===== src/rtl/parking_slot_counter.sv =====
// Free-space counter for a parking lot: synchronised, debounced entry/exit sensors drive a
// gate-sequencing FSM that tracks free spaces, raises the barrier and flags refused entries.
module parking_slot_counter #(
    parameter int unsigned CAPACITY    = 4,
    parameter int unsigned DEBOUNCE    = 2,
    parameter int unsigned GATE_CYCLES = 5
) (
    input  logic       clk,
    input  logic       rst,
    input  logic       entry_sensor,
    input  logic       exit_sensor,
    output logic [2:0] free_count,
    output logic       full,
    output logic       gate_open,
    output logic       deny
);

    localparam int unsigned DbW = (DEBOUNCE < 1) ? 1 : $clog2(DEBOUNCE + 1);
    localparam int unsigned GcW = (GATE_CYCLES <= 1) ? 1 : $clog2(GATE_CYCLES);
    localparam logic [DbW-1:0] DbMax  = DbW'(DEBOUNCE);
    localparam logic [GcW-1:0] GcLast = GcW'(GATE_CYCLES - 1);
    localparam logic [2:0]     Cap    = 3'(CAPACITY);

    localparam logic [1:0] StIdle = 2'd0;
    localparam logic [1:0] StGate = 2'd1;
    localparam logic [1:0] StHold = 2'd2;

    // Index 0 is the entry lane, index 1 the exit lane.
    logic [1:0]          meta_q, sync_q, deb_prev_q;
    logic [1:0][DbW-1:0] db_cnt_q, db_cnt_d;
    logic [1:0]          deb, ev;

    logic [1:0]     state_q, state_d;
    logic [2:0]     free_q, free_d;
    logic [GcW-1:0] gc_q, gc_d;
    logic           deny_q, deny_d;
    logic           entry_ok, exit_ok;

    always_comb begin
        for (int i = 0; i < 2; i++) begin
            if (!sync_q[i]) begin
                db_cnt_d[i] = '0;
            end else if (db_cnt_q[i] >= DbMax) begin
                db_cnt_d[i] = db_cnt_q[i];
            end else begin
                db_cnt_d[i] = db_cnt_q[i] + 1'b1;
            end
            deb[i] = (db_cnt_q[i] >= DbMax);
            ev[i]  = deb[i] & ~deb_prev_q[i];
        end
    end

    // A simultaneous exit frees a space first, so a full lot can still admit the entry.
    assign exit_ok  = ev[1] && (free_q < Cap);
    assign entry_ok = ev[0] && ((free_q != 3'd0) || exit_ok);

    always_comb begin
        state_d = state_q;
        free_d  = free_q;
        gc_d    = gc_q;
        deny_d  = 1'b0;
        case (state_q)
            StIdle: begin
                gc_d   = '0;
                deny_d = ev[0] && !entry_ok;
                if (entry_ok || exit_ok) begin
                    state_d = StGate;
                end
                if (entry_ok && !exit_ok) begin
                    free_d = free_q - 3'd1;
                end else if (exit_ok && !entry_ok) begin
                    free_d = free_q + 3'd1;
                end
            end
            StGate: begin
                if (gc_q == GcLast) begin
                    state_d = StHold;
                end else begin
                    gc_d = gc_q + 1'b1;
                end
            end
            StHold: begin
                if (!deb[0] && !deb[1]) begin
                    state_d = StIdle;
                end
            end
            default: state_d = StIdle;
        endcase
    end

    always_ff @(posedge clk) begin
        if (rst) begin
            meta_q     <= '0;
            sync_q     <= '0;
            deb_prev_q <= '0;
            db_cnt_q   <= '0;
            state_q    <= StIdle;
            free_q     <= Cap;
            gc_q       <= '0;
            deny_q     <= 1'b0;
        end else begin
            meta_q     <= {exit_sensor, entry_sensor};
            sync_q     <= meta_q;
            deb_prev_q <= deb;
            db_cnt_q   <= db_cnt_d;
            state_q    <= state_d;
            free_q     <= free_d;
            gc_q       <= gc_d;
            deny_q     <= deny_d;
        end
    end

    assign free_count = free_q;
    assign full       = (free_q == 3'd0);
    assign gate_open  = (state_q == StGate);
    assign deny       = deny_q;

endmodule


===== config.mk =====
export PLATFORM = sky130hd
export DESIGN_NAME = parking_slot_counter
export DESIGN_NICKNAME = d
export VERILOG_FILES = /design/src/rtl/parking_slot_counter.sv
export SDC_FILE = /design/constraint.sdc
export NUM_CORES = 1
export LEC_CHECK = 0
export ABC_AREA = 1
export BUFFER_PORTS_ARGS = -buffer_cell sky130_fd_sc_hd__buf_4
export CORE_MARGIN = 2
export CORE_UTILIZATION = 40
export DETAILED_ROUTE_END_ITERATION = 8
export MAX_ROUTING_LAYER = met4
export SETUP_SLACK_MARGIN = 0.4
export SYNTH_ARGS = -nofsm -noshare
export SYNTH_HDL_FRONTEND = slang
export SYNTH_SLANG_ARGS = --single-unit

===== constraint.sdc =====
create_clock -name clk -period 3.7 [get_ports clk]
set_input_delay 0.74 -clock clk [delete_from_list [all_inputs] [get_ports clk]]
set_output_delay 0.74 -clock clk [all_outputs]
set_load 0.01 [all_outputs]

# Word level (Yosys, flattened, before mapping)
# Index checks and enable logic that the tools add are counted.
dict set report op_classes {
  add_sub_neg 5
  order_cmp 3
  n_eq_ne 7
  n_mux 8
  bitwise_logic 7
  reduce_logical 23
}
# cell count
set ops {}
lappend ops {{$mux 3} 3}
lappend ops {{$add 3x1->3 const B} 2}
lappend ops {{$logic_and 1x1->1} 6}
lappend ops {{$mux 2} 3}
lappend ops {{$ne 2x2->1 const B} 3}
lappend ops {{$pmux 2 s3} 1}
lappend ops {{$pmux 3 s2} 1}
lappend ops {{$reduce_or 2->1} 3}
lappend ops {{$not 1->1} 5}
lappend ops {{$add 2x1->2 const B} 2}
lappend ops {{$ge 2x2->1 const B} 2}
lappend ops {{$logic_not 1->1} 4}
lappend ops {{$reduce_and 2->1} 2}
lappend ops {{$reduce_bool 2->1} 2}
lappend ops {{$eq 3x3->1 const B} 1}
lappend ops {{$logic_not 3->1} 1}
lappend ops {{$lt 3x3->1 const B} 1}
lappend ops {{$reduce_and 3->1} 1}
lappend ops {{$reduce_bool 3->1} 1}
lappend ops {{$sub 3x1->3 const B} 1}
lappend ops {{$and 1x1->1} 2}
lappend ops {{$eq 2x1->1 const B} 1}
lappend ops {{$eq 2x2->1 const B} 1}
lappend ops {{$logic_not 2->1} 1}
lappend ops {{other kinds (2)} 3}
dict set report word_totals {
  reg_bits 19
  out_inout_bits 6
  elab_cells 62
}

# Logic depth before layout (Yosys ltp)
# Gate-level depths: netlist (run 1).
dict set report logic_depth {
  word_depth 9
  mapped_depth 17
}

# Worst setup path after synthesis (run 1)
# Ideal clock, no wire load.
dict set report synth_timing {
  path_type {flip-flop to flip-flop}
  start {register db_cnt_q[2] in the netlist's numbering}
  end {register free_q[1], in the netlist free_count[1]}
  t_arrival_ps 1905
  required_time_ps 3630
  setup_slack_ps 1725
  stages_incl_launch_ff 15
  path_buffers 0
  period_less_slack_ps 1975
  cell_sequence {dfxtp_1 -> inv_1 -> ha_1 -> nor2_2 -> inv_2 -> nand2_1 -> nand2_1 -> nand2_1 -> inv_2 -> ha_1 -> inv_1 -> fa_1 -> nand3_1 -> nand2_1 -> a21oi_1}
}
dict set report synth_via {
  elab_chain_len 9
  word_cells_on_any_way 12
  classes_between {order compare (1); mux (1); bitwise (1); reduce/logical (9)}
}
# element line
set synth_lines {}
lappend synth_lines {{from (decl)} 30} ;# logic [1:0][DbW-1:0] db_cnt_q, db_cnt_d;
lappend synth_lines {{from (signal assigned)} 105} ;# db_cnt_q <= db_cnt_d;
lappend synth_lines {{$ge 2x2->1 *} 48} ;# deb[i] = (db_cnt_q[i] >= DbMax);
lappend synth_lines {{$and 1x1->1 *} 49} ;# ev[i] = deb[i] & ~deb_prev_q[i];
lappend synth_lines {{$logic_and 1x1->1 *} 54} ;# assign exit_ok = ev[1] && (free_q < Cap);
lappend synth_lines {{$logic_or 1x1->1} 55} ;# assign entry_ok = ev[0] && ((free_q != 3'd0) || exit_ok);
lappend synth_lines {{$logic_and 1x1->1} 55}
lappend synth_lines {{$logic_not 1->1} 71} ;# end else if (exit_ok && !entry_ok) begin
lappend synth_lines {{$logic_and 1x1->1} 71}
lappend synth_lines {{$reduce_bool 2->1 (no source line)} --}
lappend synth_lines {{$reduce_and 2->1 (no source line)} --}
lappend synth_lines {{to (signal assigned)} 98} ;# free_q <= Cap;
lappend synth_lines {{to (signal assigned)} 107} ;# free_q <= free_d;
lappend synth_lines {{to (decl)} 34} ;# logic [2:0] free_q, free_d;
# Every way passes the cells marked *; elsewhere a longest branch is shown, timed or not.
# A chain may end at the register's enable or synchronous reset.

# Worst setup path after layout (run 1)
# Same ends and word-level chain as after synthesis.

==> results of run 1 <==
-- worst max-delay path: cells and delay by family (launching register included) --
kind	cells	cell delay, ns
AOI/OAI and AO/OA	1	0.10
adders and majority gates	3	0.81
and+or+nand+nor	6	0.58
DFF	1	0.34
buffers and inverters	4	0.23
-- per-stage QoR --
stage           util  setup slack [ns]  instances  total power, W  area, um2
2_1_floorplan      -              1.72        117        0.000226        891
3_3_place_gp   0.461              1.62        153        0.000232        990
3_5_place_dp   0.461              1.58        153        0.000232        990
4_1_cts        0.475              1.56        157        0.000340       1020
5_1_grt        0.475              1.38        157        0.000356       1020
6_report       0.475              1.58        157        0.000334       1020
-- cell type report --
class	count	area (um2)	share of cell area
multi-input cells	75	424	0.416
inverters	22	82.6	0.0810
clock buffers	3	22.5	0.0221
flip-flops and latches	19	380	0.373
repair buffers	9	67.6	0.0663
well taps	28	35.0	0.0344
clock inverters	1	7.51	0.00736
-- layout by cell type, fill, tap and decap left out --
cell type,Yosys,final
nand2_1,22,22
clkinvlp_4,0,1
a21oi_2,2,2
clkbuf_4,0,3
a21oi_1,5,5
fa_1,1,1
nor2_2,3,3
a211oi_1,1,1
o21ai_1,3,3
inv_2,5,5
nor2_4,2,2
o21a_1,1,1
nor2_1,18,18
inv_1,17,17
nand3_1,4,4
nand2_2,5,5
buf_4,0,9
nor3_1,1,1
dfxtp_1,19,19
o21ai_2,1,1
ha_1,6,6
-- worst max path at each step --
| stage | end | startpoint | slack (ns) |
|---|---|---|---|
| 2_1_floorplan | free_count[1]$_SDFFE_PP0P_ | db_cnt_q[2]$_SDFFE_PP0P_ | 1.72 |
| 3_3_place_gp | free_count[1]$_SDFFE_PP0P_ | db_cnt_q[2]$_SDFFE_PP0P_ | 1.62 |
| 3_5_place_dp | free_count[1]$_SDFFE_PP0P_ | db_cnt_q[2]$_SDFFE_PP0P_ | 1.58 |
| 4_1_cts | free_count[1]$_SDFFE_PP0P_ | db_cnt_q[2]$_SDFFE_PP0P_ | 1.56 |
| 5_1_grt | free_count[1]$_SDFFE_PP0P_ | db_cnt_q[2]$_SDFFE_PP0P_ | 1.38 |
| 6_report | free_count[1]$_SDFFE_PP0P_ | db_cnt_q[2]$_SDFFE_PP0P_ | 1.58 |
-- cell families after synthesis --
family / synth area share
DFF: 0.427
AOI/OAI and AO/OA: 0.0913
buffers and inverters: 0.0969
and+or+nand+nor: 0.278
adders and majority gates: 0.107
-- power by group through the flow --
stage / clock (W) / combinational [W] / sequential (W)
after floorplan: 0 / 0.0000120 / 0.000214
after CTS: 0.000112 / 0.0000177 / 0.000210
after global placement: 0 / 0.0000171 / 0.000215
final: 0.000107 / 0.0000173 / 0.000210
after global routing: 0.000126 / 0.0000202 / 0.000210
after detailed placement: 0 / 0.0000175 / 0.000215
-- routing by layer --
layer	up-vias	part of all wire	global-route usage
met5	-	0	-
met4	0	0.0074	0.0811
met3	2	0.027	0.0263
met2	7	0.48	0.210
met1	308	0.48	0.161
li1	378	-	-
-- state kept, by name, indices dropped and copies added, names as in the netlist --
signal,count
deny,1
deb_prev_q,2
state_q,2
free_count,3
gc_q,3
sync_q,2
meta_q,2
db_cnt_q,4
==> flow_summary_export.csv, run 1 <==
group,metric,value,unit
run_status,status,"finished clean",
floorplan,die_y,51.2,um
layout,area_delta_synth_final,14.5,%
detailed_routing,post_drt_via_cell_ratio,4.43,
floorplan,ioPinCount,10,
power,pwr-share-clk,0.320,
detailed_routing,vias,695,
timing,rsz0062_at_grt,"no",
critical_path,rr_startpoint,"db_cnt_q[2]$_SDFFE_PP0P_",
floorplan,die_w,51.2,um
placement,gp_congestion,0.777,
clocking,cts_buffers,3,
global_route,overflow,0,
yosys,synth_edf_count,0,
placement,port_buffers,9,
clocking,clock_path_buffers,2,
global_route,grt_pass1_vias,634,
clocking,insertion_delay,0.30,ns
clocking,clkTransAtPathRegs,0.12,ns
yosys,synth.area.top_cells,"dfxtp_1 43%, nand2_1 9.3%, ha_1 8.4%, nor2_1 7.6%, inv_1 7.2%",
layout,drive_gt1_frac,0.240,
clocking,cts_root_buf,"clkbuf_4",
yosys,synth_top_area_cell,"dfxtp_1",
power,p_sw_frac,0.233,
yosys,synthDistinctLibCells,19,
clocking,cts_resized,0,
detailed_routing,drtPass1Iterations,4,
clocking,ctsHtreeMaxLevel,1,
yosys,synthFlopType,"dfxtp_1",
floorplan,start_util,0.415,
detailed_routing,avgRoutedWirePerCell,8.61,um
power,power.internal,0.000256,W
yosys,synth_most_common_cell,"nand2_1",
timing,setup_viol,0,
global_route,grt_max_degree,13,
detailed_routing,drtIter0Drc,11,
global_route,antenna_found_initial,0,
critical_path,rrSetupSlack,1.58,ns
timing,period_minus_slack,2.12,ns
run,maxCapViolCount,0,
layout,final_net_count,141,
global_route,grt_first_pass_wirelength,2500,um
yosys,ys_ff_latch,19,
critical_path,crit_required,3.94,ns
yosys,syn_area_per_cell,7.61,um2
critical_path,crit_chain,"inv_1 -> ha_1 -> nor2_2 -> inv_2 -> nand2_1 -> nand2_1 -> nand2_1 -> inv_2 -> ha_1 -> inv_1 -> fa_1 -> nand3_1 -> nand2_1 -> a21oi_1",
critical_path,crit_top_cell,"nand2_1",
yosys,synth_cells,117,
min_path,min_path_type,"reg2reg",
placement,hpwl,1060,um
yosys,syn_area,891,um2
critical_path,worstSetupEndpointType,"flop",
timing,holdWs,0.410,ns
clocking,clock-sinks,19,
global_route,grt_usage,0.135,
critical_path,crit_path_top_delay_cell,"fa_1",
timing,hold_viol_final,0,
min_path,hold_depth,2,
timing,fin_crit_sh,0.572,
yosys,netlist.area_leader.share,0.427,
critical_path,max_stage_delay,0.41,ns
critical_path,path_class,"reg2reg",
power,power_density,328,mW/mm2
clocking,holdBufCountCts,0,
layout,antenna_cells,0,
detailed_routing,drc,0,
yosys,synth.net_count,128,
timing,fin_tns_setup,0,ns
yosys,synth_common_cells,"22 x nand2_1, 19 x dfxtp_1, 18 x nor2_1",
critical_path,cp_max_fo,4,
timing,slew_headroom,0.806,
power,p_sw,0.0000780,W
timing,fin_skew,0.00786,ns
clocking,tritoncts,"done",
floorplan,die-area,0.00262,mm2
power,p_seq_frac,0.628,
yosys,yosysWarnings,0,
power,leakage,0.463,nW
timing,tightest_slew,0.290,ns
layout,nFillCells,220,
min_path,min_to,"sync_q[1]$_SDFF_PP0_",
critical_path,critical_path_arrival,2.36,ns
yosys,async_flop_share,0,
timing,fmax,0.472,GHz
critical_path,rr_worst_depth,14,
clocking,postCtsSetupBuffers,0,
floorplan,row_count,17,
power,p_comb_frac,0.052,
min_path,hp-start,"meta_q[1]$_SDFF_PP0_",
yosys,yosysSeqAreaShare,0.427,
floorplan,core-area,0.00215,mm2
critical_path,reg2reg_to,"free_count[1]$_SDFFE_PP0P_",
detailed_routing,wl,1350,um
power,ir_drop,0.000237,V
timing,maxSlewViolCount,0,
detailed_routing,ant_nets,0,
critical_path,start_kind,"flop",
Power figures use the tool's default switching activity.
==> inputs of run 2 (changes only) <==
Clock period 3.7 ns to 2.05 ns, I/O delays scaled along.
==> run 2 against run 1 <==
Flip-flop and latch count unchanged. Sequential power up 80%. Maximum frequency up 10%. Largest power group unchanged. Clock-buffer cell count unchanged. Critical endpoint unchanged. Critical path depth unchanged. Largest cell class unchanged.
==> flow_summary_export.csv, run 2 (synthesis results as in run 1) <==
group,metric,value,unit
placement,gp_congestion,0.728,
detailed_routing,ant_nets,0,
min_path,min_path_type,"in2reg",
timing,setup_viol,0,
clocking,clock-sinks,19,
clocking,cts_root_buf,"clkbuf_4",
layout,final_net_count,151,
critical_path,path_class,"reg2reg",
timing,fin_crit_sh,0.939,
run,maxCapViolCount,0,
timing,maxSlewViolCount,0,
clocking,ctsHtreeMaxLevel,1,
clocking,insertion_delay,0.30,ns
detailed_routing,wl,1560,um
power,p_seq_frac,0.621,
critical_path,worstSetupEndpointType,"flop",
power,power.internal,0.000463,W
clocking,cts_buffers,3,
layout,largest_register,"db_cnt_q",
global_route,antenna_found_initial,0,
floorplan,die_y,51.2,um
timing,fmax,0.520,GHz
floorplan,die_w,51.2,um
power,p_sw,0.000145,W
layout,area_delta_synth_final,33.3,%
timing,slew_headroom,0.818,
global_route,grt_usage,0.141,
placement,place_inst,154,
timing,period_minus_slack,1.92,ns
critical_path,cp_max_fo,3,
critical_path,critical_path_arrival,2.17,ns
detailed_routing,vias,751,
clocking,tritoncts,"done",
power,p_comb_frac,0.057,
floorplan,ioPinCount,10,
global_route,grt_pass1_vias,668,
layout,final_cells,167,
clocking,clock_path_buffers,2,
floorplan,start_util,0.415,
power,p_sw_frac,0.239,
floorplan,core-area,0.00215,mm2
timing,holdWs,0.307,ns
layout,final_cell_mix,"19 x nand2_1, 18 x buf_4, 16 x nor2_1",
timing,hold_viol_final,0,
critical_path,crit_required,2.29,ns
global_route,grt_max_degree,13,
layout,drive_gt1_frac,0.417,
floorplan,die-area,0.00262,mm2
global_route,grt_first_pass_wirelength,2610,um
clocking,clkTransAtPathRegs,0.11,ns
power,power.total,0.000609,W
layout,largest_register_ff_count,4,
detailed_routing,drc,0,
power,leakage,0.543,nW
power,ir_drop,0.000554,V
layout,final_common_cell,"nand2_1",
timing,tightest_slew,0.272,ns
timing,rsz0062_at_grt,"yes",
detailed_routing,avgRoutedWirePerCell,9.32,um
critical_path,start_kind,"flop",
detailed_routing,drtIter0Drc,4,
floorplan,row_count,17,
timing,fin_skew,0.00560,ns
power,pwr-share-clk,0.321,
detailed_routing,drtPass1Iterations,3,
layout,nFillCells,211,
run_status,status,"finished clean",
detailed_routing,post_drt_via_cell_ratio,4.50,
placement,hpwl,1120,um
power,power_density,513,mW/mm2
layout,antenna_cells,0,
placement,port_buffers,9,
global_route,overflow,0,
-- run 2: final cells by class --
| class | count | area (um2) | area share |
|---|---|---|---|
| Multi-Input combinational cell | 75 | 503 | 0.424 |
| Sequential cell | 19 | 388 | 0.327 |
| Timing Repair Buffer | 19 | 146 | 0.123 |
| Inverter | 22 | 85.1 | 0.0717 |
| Tap cell | 28 | 35.0 | 0.0295 |
| Clock buffer | 3 | 22.5 | 0.0190 |
| Clock inverter | 1 | 7.51 | 0.00632 |
-- run 2: metrics by stage --
step	area [um2]	util	setup WS (ns)	setup TNS (ns)
5_1_grt	1190	0.553	-0.0240	-0.0240
4_1_cts	1140	0.531	0.185	0
3_5_place_dp	1050	0.491	0.112	0
6_report	1190	0.553	0.125	0
3_3_place_gp	1050	0.491	0.126	0
2_1_floorplan	948	-	0.194	0
-- run 2: power by group through the flow --
| stage | Combinational (W) | Sequential (W) | Clock (W) |
|---|---|---|---|
| 2_1_floorplan | 0.0000226 | 0.000386 | 0 |
| 3_3_place_gp | 0.0000325 | 0.000386 | 0 |
| 3_5_place_dp | 0.0000332 | 0.000386 | 0 |
| 4_1_cts | 0.0000343 | 0.000378 | 0.000208 |
| 5_1_grt | 0.0000399 | 0.000379 | 0.000221 |
| 6_report | 0.0000350 | 0.000378 | 0.000196 |
-- run 2: layer usage --
| metal | routed length [um] | up-vias | GRT usage | part of all wire |
|---|---|---|---|---|
| met2 | 774 | 11 | 0.247 | 0.50 |
| li1 | - | 401 | - | - |
| met3 | 67 | 2 | 0.0614 | 0.043 |
| met5 | 0 | - | - | 0 |
| met1 | 701 | 337 | 0.143 | 0.45 |
| met4 | 14 | 0 | 0.0405 | 0.0090 |
-- run 2: critical path, cell delays in order (launching register included) --
cell     delay (ns)
dfxtp_2        0.35
inv_2          0.05
ha_4           0.16
nor2_4         0.11
inv_2          0.05
nand2_4        0.08
nand2_4        0.06
nand2_4        0.07
inv_2          0.04
ha_4           0.16
inv_4          0.05
fa_2           0.43
nand3_2        0.08
nand2_1        0.06
a21oi_2        0.11
-- run 2: final timing paths --
path | startpoint | endpoint | slack, ns | depth (start not counted)
max | db_cnt_q[2]$_SDFFE_PP0P_ | free_count[1]$_SDFFE_PP0P_ | 0.13 | 14
min reg2reg | meta_q[0]$_SDFF_PP0_ | sync_q[0]$_SDFF_PP0_ | 0.41 | 2
min | exit_sensor | meta_q[1]$_SDFF_PP0_ | 0.31 | 3
max reg2reg | db_cnt_q[2]$_SDFFE_PP0P_ | free_count[1]$_SDFFE_PP0P_ | 0.13 | 14
-- run 2: timing repair --
action / CTS / global route
gates cloned: 0 / 0
endpoints found under the setup margin: 3 / 3
setup buffers: 6 / 3
pin swaps: 7 / 5
hold buffers: 0 / 0
gates resized for setup: 4 / 6
